<file path="src/rtl/step_pkg.sv">
// Shared definitions for the front-panel step controller.
//   - mode encodings driven on the mode input
//   - step FSM state type
//   - default debounce length (10 ms at 50 MHz)
package step_pkg;

    localparam logic [1:0] MODE_SINGLE = 2'b00;
    localparam logic [1:0] MODE_BURST  = 2'b01;
    localparam logic [1:0] MODE_RUN    = 2'b10;
    localparam logic [1:0] MODE_HALT   = 2'b11;

    typedef enum logic [1:0] {
        IDLE  = 2'd0,
        BURST = 2'd1,
        RUN   = 2'd2
    } state_e;

    localparam int DEFAULT_DEBOUNCE_CYCLES = 500000;

endpackage

</file>
<file path="src/rtl/step_controller_if.sv">
// Front-panel bus between the board/testbench and step_controller.
//   master : drives raw keys and step configuration, observes key/step status
//   slave  : step_controller side
//   key_n      raw active-low buttons      key_level  debounced level, 1 = pressed
//   mode       SINGLE/BURST/RUN/HALT        key_press  one-cycle press pulse
//   burst_len  steps per BURST press        step_en    one-cycle CPU advance enable
//   run_div    RUN period minus 1           busy       burst or run in progress
//                                           step_count step_en pulses since reset
interface step_controller_if #(
    parameter int NUM_KEYS = 4,
    parameter int BURST_W  = 8,
    parameter int DIV_W    = 26,
    parameter int COUNT_W  = 16
);
    logic [NUM_KEYS-1:0] key_n;
    logic [1:0]          mode;
    logic [BURST_W-1:0]  burst_len;
    logic [DIV_W-1:0]    run_div;
    logic [NUM_KEYS-1:0] key_level;
    logic [NUM_KEYS-1:0] key_press;
    logic                step_en;
    logic                busy;
    logic [COUNT_W-1:0]  step_count;

    modport master (
        output key_n, mode, burst_len, run_div,
        input  key_level, key_press, step_en, busy, step_count
    );

    modport slave (
        input  key_n, mode, burst_len, run_div,
        output key_level, key_press, step_en, busy, step_count
    );
endinterface

</file>
<file path="src/rtl/key_debounce.sv">
// Single push-button conditioner: 2-flop synchroniser, debounce counter,
// debounced level and a one-cycle press pulse.
//   clk, rst_n : clock, synchronous active-low reset
//   key_n      : raw asynchronous button, 0 = pressed
//   key_level  : debounced level, 1 = pressed
//   key_press  : pulse in the cycle after key_level rises
module key_debounce
    import step_pkg::*;
#(
    parameter int DEBOUNCE_CYCLES = DEFAULT_DEBOUNCE_CYCLES
) (
    input  logic clk,
    input  logic rst_n,
    input  logic key_n,
    output logic key_level,
    output logic key_press
);
    localparam int CNT_W = (DEBOUNCE_CYCLES > 1) ? $clog2(DEBOUNCE_CYCLES) : 1;
    localparam logic [CNT_W-1:0] CNT_MAX = CNT_W'(DEBOUNCE_CYCLES - 1);

    logic             sync1_q, sync1_d;
    logic             sync2_q, sync2_d;
    logic [CNT_W-1:0] cnt_q, cnt_d;
    logic             level_q, level_d;
    logic             level_dly_q, level_dly_d;
    logic             press_q, press_d;

    always_comb begin
        sync1_d     = key_n;
        sync2_d     = sync1_q;
        cnt_d       = '0;
        level_d     = level_q;
        level_dly_d = level_q;
        // Any cycle where the synced key agrees with the level restarts the count.
        if (!sync2_q != level_q) begin
            if (cnt_q == CNT_MAX) begin
                level_d = ~level_q;
            end else begin
                cnt_d = cnt_q + 1'b1;
            end
        end
        // Rising edge of the registered level, so the pulse trails level by one cycle.
        press_d = level_q & ~level_dly_q;
    end

    always_ff @(posedge clk) begin
        if (!rst_n) begin
            sync1_q     <= 1'b1;
            sync2_q     <= 1'b1;
            cnt_q       <= '0;
            level_q     <= 1'b0;
            level_dly_q <= 1'b0;
            press_q     <= 1'b0;
        end else begin
            sync1_q     <= sync1_d;
            sync2_q     <= sync2_d;
            cnt_q       <= cnt_d;
            level_q     <= level_d;
            level_dly_q <= level_dly_d;
            press_q     <= press_d;
        end
    end

    assign key_level = level_q;
    assign key_press = press_q;
endmodule

</file>
<file path="src/rtl/step_controller.sv">
// Front-panel step/clock controller. Conditions NUM_KEYS buttons and issues a
// one-cycle CPU step enable in SINGLE, BURST, RUN or HALT mode.
//   CLOCK_50 : system clock
//   reset_n  : synchronous active-low reset
//   bus      : key inputs, mode/burst/run configuration, key and step status
module step_controller
    import step_pkg::*;
#(
    parameter int NUM_KEYS        = 4,
    parameter int STEP_KEY        = 0,
    parameter int DEBOUNCE_CYCLES = DEFAULT_DEBOUNCE_CYCLES,
    parameter int BURST_W         = 8,
    parameter int DIV_W           = 26,
    parameter int COUNT_W         = 16
) (
    input  logic              CLOCK_50,
    input  logic              reset_n,
    step_controller_if.slave  bus
);
    logic [NUM_KEYS-1:0] key_n_w;
    logic [NUM_KEYS-1:0] key_level_w;
    logic [NUM_KEYS-1:0] key_press_w;

    assign key_n_w = bus.key_n;

    for (genvar k = 0; k < NUM_KEYS; k++) begin : g_key
        key_debounce #(
            .DEBOUNCE_CYCLES(DEBOUNCE_CYCLES)
        ) u_key (
            .clk       (CLOCK_50),
            .rst_n     (reset_n),
            .key_n     (key_n_w[k]),
            .key_level (key_level_w[k]),
            .key_press (key_press_w[k])
        );
    end

    state_e             state_q, state_d;
    logic [BURST_W-1:0] remaining_q, remaining_d;
    logic [DIV_W-1:0]   div_q, div_d;
    logic               step_en_q, step_en_d;
    logic [COUNT_W-1:0] step_count_q, step_count_d;
    logic [BURST_W-1:0] burst_len_eff;
    logic               press_step;

    assign press_step    = key_press_w[STEP_KEY];
    assign burst_len_eff = (bus.burst_len == '0) ? BURST_W'(1) : bus.burst_len;

    always_comb begin
        state_d     = state_q;
        remaining_d = remaining_q;
        div_d       = div_q;
        step_en_d   = 1'b0;
        unique case (state_q)
            IDLE: begin
                unique case (bus.mode)
                    MODE_SINGLE: step_en_d = press_step;
                    MODE_BURST: begin
                        if (press_step) begin
                            state_d     = BURST;
                            remaining_d = burst_len_eff;
                        end
                    end
                    MODE_RUN: begin
                        state_d = RUN;
                        div_d   = '0;
                    end
                    default: ;
                endcase
            end
            BURST: begin
                // Only HALT can cut a burst short; other modes wait for it to end.
                if (bus.mode == MODE_HALT) begin
                    state_d = IDLE;
                end else begin
                    step_en_d   = 1'b1;
                    remaining_d = remaining_q - 1'b1;
                    if (remaining_q == BURST_W'(1)) state_d = IDLE;
                end
            end
            RUN: begin
                if (bus.mode != MODE_RUN) begin
                    state_d = IDLE;
                end else if (div_q >= bus.run_div) begin
                    // >= so a run_div lowered mid-run still wraps promptly.
                    step_en_d = 1'b1;
                    div_d     = '0;
                end else begin
                    div_d = div_q + 1'b1;
                end
            end
            default: state_d = IDLE;
        endcase
        // Count moves with the pulse itself, so step_count includes a visible step_en.
        step_count_d = step_count_q + COUNT_W'(step_en_d);
    end

    always_ff @(posedge CLOCK_50) begin
        if (!reset_n) begin
            state_q      <= IDLE;
            remaining_q  <= '0;
            div_q        <= '0;
            step_en_q    <= 1'b0;
            step_count_q <= '0;
        end else begin
            state_q      <= state_d;
            remaining_q  <= remaining_d;
            div_q        <= div_d;
            step_en_q    <= step_en_d;
            step_count_q <= step_count_d;
        end
    end

    assign bus.key_level  = key_level_w;
    assign bus.key_press  = key_press_w;
    assign bus.step_en    = step_en_q;
    assign bus.busy       = (state_q != IDLE);
    assign bus.step_count = step_count_q;
endmodule

</file>
<file path="src/flat_wrapper.sv">
// flat-port wrapper written by rule: the top's interface ports become plain ports
module step_controller_flat import step_pkg::*;
#(
    parameter int NUM_KEYS        = 4,
    parameter int STEP_KEY        = 0,
    parameter int DEBOUNCE_CYCLES = DEFAULT_DEBOUNCE_CYCLES,
    parameter int BURST_W         = 8,
    parameter int DIV_W           = 26,
    parameter int COUNT_W         = 16
)
  (CLOCK_50, reset_n, bus_key_n, bus_mode, bus_burst_len, bus_run_div, bus_key_level, bus_key_press, bus_step_en, bus_busy, bus_step_count);
  step_controller_if #(.NUM_KEYS(NUM_KEYS), .BURST_W(BURST_W), .DIV_W(DIV_W), .COUNT_W(COUNT_W)) bus_i ();
  input  logic CLOCK_50;
  input  logic reset_n;
  input wire logic [$bits(bus_i.key_n)-1:0] bus_key_n;
  input wire logic [$bits(bus_i.mode)-1:0] bus_mode;
  input wire logic [$bits(bus_i.burst_len)-1:0] bus_burst_len;
  input wire logic [$bits(bus_i.run_div)-1:0] bus_run_div;
  output wire logic [$bits(bus_i.key_level)-1:0] bus_key_level;
  output wire logic [$bits(bus_i.key_press)-1:0] bus_key_press;
  output wire logic [$bits(bus_i.step_en)-1:0] bus_step_en;
  output wire logic [$bits(bus_i.busy)-1:0] bus_busy;
  output wire logic [$bits(bus_i.step_count)-1:0] bus_step_count;
  assign bus_i.key_n = bus_key_n;
  assign bus_i.mode = bus_mode;
  assign bus_i.burst_len = bus_burst_len;
  assign bus_i.run_div = bus_run_div;
  assign bus_key_level = bus_i.key_level;
  assign bus_key_press = bus_i.key_press;
  assign bus_step_en = bus_i.step_en;
  assign bus_busy = bus_i.busy;
  assign bus_step_count = bus_i.step_count;
  step_controller #(.NUM_KEYS(NUM_KEYS), .STEP_KEY(STEP_KEY), .DEBOUNCE_CYCLES(DEBOUNCE_CYCLES), .BURST_W(BURST_W), .DIV_W(DIV_W), .COUNT_W(COUNT_W)) u_core (.CLOCK_50(CLOCK_50), .reset_n(reset_n), .bus(bus_i));
endmodule
</file>
<file path="config.mk">
export PLATFORM = sky130hd
export DESIGN_NAME = step_controller_flat
export DESIGN_NICKNAME = d
export VERILOG_FILES = /design/src/rtl/step_pkg.sv /design/src/rtl/step_controller_if.sv /design/src/rtl/key_debounce.sv /design/src/rtl/step_controller.sv /design/src/flat_wrapper.sv
export SDC_FILE = /design/constraint.sdc
export NUM_CORES = 1
export LEC_CHECK = 0
export CAP_MARGIN = 20
export CORE_MARGIN = 2
export CORE_UTILIZATION = 45
export DETAILED_ROUTE_END_ITERATION = 8
export GPL_TIMING_DRIVEN = 0
export HOLD_SLACK_MARGIN = 0.15
export PLACE_DENSITY = 0.68
export SLEW_MARGIN = 20
export SYNTH_ARGS = -nofsm -noshare
export SYNTH_HDL_FRONTEND = slang
export SYNTH_SLANG_ARGS = --single-unit
</file>
<file path="constraint.sdc">
create_clock -name CLOCK_50 -period 2.7 [get_ports CLOCK_50]
set_input_delay 0.27 -clock CLOCK_50 [delete_from_list [all_inputs] [get_ports CLOCK_50]]
set_output_delay 0.27 -clock CLOCK_50 [all_outputs]
set_load 0.05 [all_outputs]
</file>
==> flow_summary.toml <==
[clock_network]
cts_tree = "built"
clkTransAtPathRegs_ps = 60
htreeDepth = 4
clockBufferDepth = 2
cts_root_buffer = "clkbuf_16"
cts_made_buffers = 17
numClockSinks = 149
worstSkewPairLatency_ps = 420

[die]
die_w_um = 131
die_h_um = 131
ios = 68
initial_core_util_pct = 46.0
die_area_mm2 = 0.0173
rows = 46
core_area_mm2 = 0.0159

[timing]
finalWorstSetupSlack_ps = -60.1
worst_pin_slew_ps = 902
clock_skew_ps = 5.46
rsz0062_at_grt = "yes"
drv_slew = 0
relSlewSlack_pct = 39.5
layout_worst_path_cycle_share_pct = 102
whs_ps = 384
setup_viol_count_final = 1
hold_viol = 0
fmax_mhz = 362
period_minus_slack_ps = 2760

[finish]
drive_gt1_share_pct = 11.8
final_core_util_pct = 57.9
post-route-cell-area_mm2 = 0.00920
finalNonFillerCells = 1193
syn_to_final_growth_pct = 25.9
num-nets-final = 1042
antennaDiodeCount = 0

[power_and_ir_drop]
power_leakage_nw = 3.37
ir_drop_v = 0.000496
p_per_area_mw_per_mm2 = 520

[logic_synthesis]
syn-num-nets = 943
synth_top_area_cell = "dfxtp_1"
ys_async_sr_fraction_pct = 0
synth-edff-count = 0
ys_seq_area_share_pct = 40.8
yosysWarnings = 0
synth_area_per_cell_um2 = 8.45
syn_inst = 865
synth_seq_cells = 149
synth.distinct_cells = 53
synth.most_common_cell = "dfxtp_1"
synth_area_mm2 = 0.00731
synth-main-ff-cell = "dfxtp_1"
ys_top_cells_by_area = "dfxtp_1 41%, ha_1 6.2%, nor2_1 6.2%"
synth_top_area_share_pct = 40.8
synthTopCellsByCount = "149 x dfxtp_1, 120 x nor2_1, 68 x nand3_1, 62 x nand2_1, 53 x inv_1"

[critical_path]
crit_chain = "ha_1, nand4_1, nor2_1, a211oi_4, o21ai_4, o2bb2ai_4, ha_2, nand3_2, or3_4, or3_1, a21boi_1"
startpoint_type = "flip-flop"
cp_max_fo = 5
required_ps = 3050
path_class = "flip-flop to flip-flop"
cp.arrival_ps = 3110
max_stage_delay_ps = 400
cp_top_family = "simple AND/OR/NAND/NOR gates"
critPathCaptureType = "flip-flop"
cpMaxStageDelayCell = "or3_4"
critPathBufInv = 0

[route]
vias = 5981
first_pass_iters = 4
route.detailed.drc = 0
totalWireLength_mm = 15.1
drtIter0Drc = 243
detail_route.wl_per_cell_um = 12.7
final_antenna_net_count = 0
viasPerCell = 5.01

[placement]
port-buffer-count = 67
placed_cell_area_mm2 = 0.00825
dp_cells = 1148
globalplace.congestion = 0.863
hpwl_mm = 10.4

[global_route]
grt_max_degree = 17
grt_pass1_wl_mm = 25.6
grtUsageTotal_pct = 17.7
grt_pass1_vias = 5590
antenna_found_initial = 0
grt-ovfl-total = 0

[run_status]
violations = "setup timing"
status = "complete, but fails checks"

[flow_run]
drv_cap = 0

[min_path]
hold_class = "flip-flop to flip-flop"
[per-layer routing]
metal | up-vias | GRT usage, % | part of all wire, %
li1 | 3140 | - | -
met1 | 2741 | 22.7 | 48
met2 | 79 | 29.3 | 48
met3 | 21 | 3.63 | 3.1
met4 | 0 | 6.94 | 1.6
met5 | - | 0 | 0
[state kept, by name, summed over array words and instances (netlist names)]
name,cells
u_core.div_q,26
u_core.bus.step_en,1
u_core.g_key.u_key.level_dly_q,4
u_core.state_q,2
u_core.remaining_q,8
u_core.g_key.u_key.cnt_q,76
u_core.g_key.u_key.key_level,4
u_core.bus.step_count,16
u_core.g_key.u_key.key_press,4
u_core.g_key.u_key.sync1_q,4
u_core.g_key.u_key.sync2_q,4
[final cells by class]
| class | count | area (um^2) |
|---|---|---|
| multi-input combinational | 630 | 4160 |
| fill | 1445 | 6680 |
| clock inverter | 10 | 97.6 |
| inverter | 53 | 199 |
| clock buffer | 22 | 474 |
| sequential | 149 | 3010 |
| tap | 216 | 270 |
| timing repair buffer | 80 | 778 |
| buffer | 33 | 208 |
[final timing paths]
path,from,end,slack [ps],cells past startpoint
hold reg to reg,u_core.g_key[3].u_key.level_dly_q,u_core.g_key[3].u_key.key_press,380,1
hold / removal,u_core.g_key[3].u_key.level_dly_q,u_core.g_key[3].u_key.key_press,380,1
setup reg to reg,u_core.div_q[12],u_core.bus.step_count[15],-60,11
setup / recovery,u_core.div_q[12],u_core.bus.step_count[15],-60,11
[report_power, final]
group / internal (mW) / switching (mW) / leakage (nW)
Clock: 1.35 / 0.928 / 0.273
Combinational: 0.133 / 0.152 / 1.88
Sequential: 2.21 / 0.0145 / 1.21
Total: 3.69 / 1.09 / 3.37
[cell usage in the layout, fill, tap and decap left out, types with 17 or more instances in the layout]
cell | Yosys | final
a21oi_1 | 38 | 36
and2_1 | 24 | 24
buf_4 | 8 | 21
clkbuf_1 | 17 | 18
clkbuf_16 | 0 | 17
clkdlybuf4s50_1 | 0 | 63
dfxtp_1 | 149 | 134
ha_1 | 36 | 25
inv_1 | 53 | 50
nand2_1 | 62 | 62
nand3_1 | 68 | 66
nand4_1 | 29 | 29
nor2_1 | 120 | 118
o21ai_0 | 25 | 23
xnor2_1 | 41 | 41
xor2_1 | 41 | 41
[stage by stage]
step	setup WS [ps]	TNS, ps	power (mW)
detailed placement	-861	-12650	2.55
floorplan	0.468	0	2.44
global placement	-852	-12180	2.55
global route	-197	-1100	4.95
finish	-60.1	-60.1	4.79
CTS	-22.3	-22.3	4.83
[cells by family (layout without fill, tap and decap cells)]
group / Yosys count / in the layout / share of synthesized area, %
AOI/OAI and AO/OA: 110 / 110 / 9.52
muxes: 5 / 5 / 0.685
DFF: 149 / 149 / 40.8
xor gates and xnor gates: 82 / 82 / 9.83
buffers and inverters: 86 / 198 / 5.55
adders and majority gates: 36 / 36 / 6.16
and+or+nand+nor: 397 / 397 / 27.4
[timing repair]
action	4_1_cts	5_1_grt
pin swaps	9	18
gates resized for setup	26	40
endpoints found under the setup margin	15	20
setup buffers	4	10
endpoints found under the hold margin	0	0
hold buffers	0	0
cloned	0	0
(Power assumes the default switching activity.)
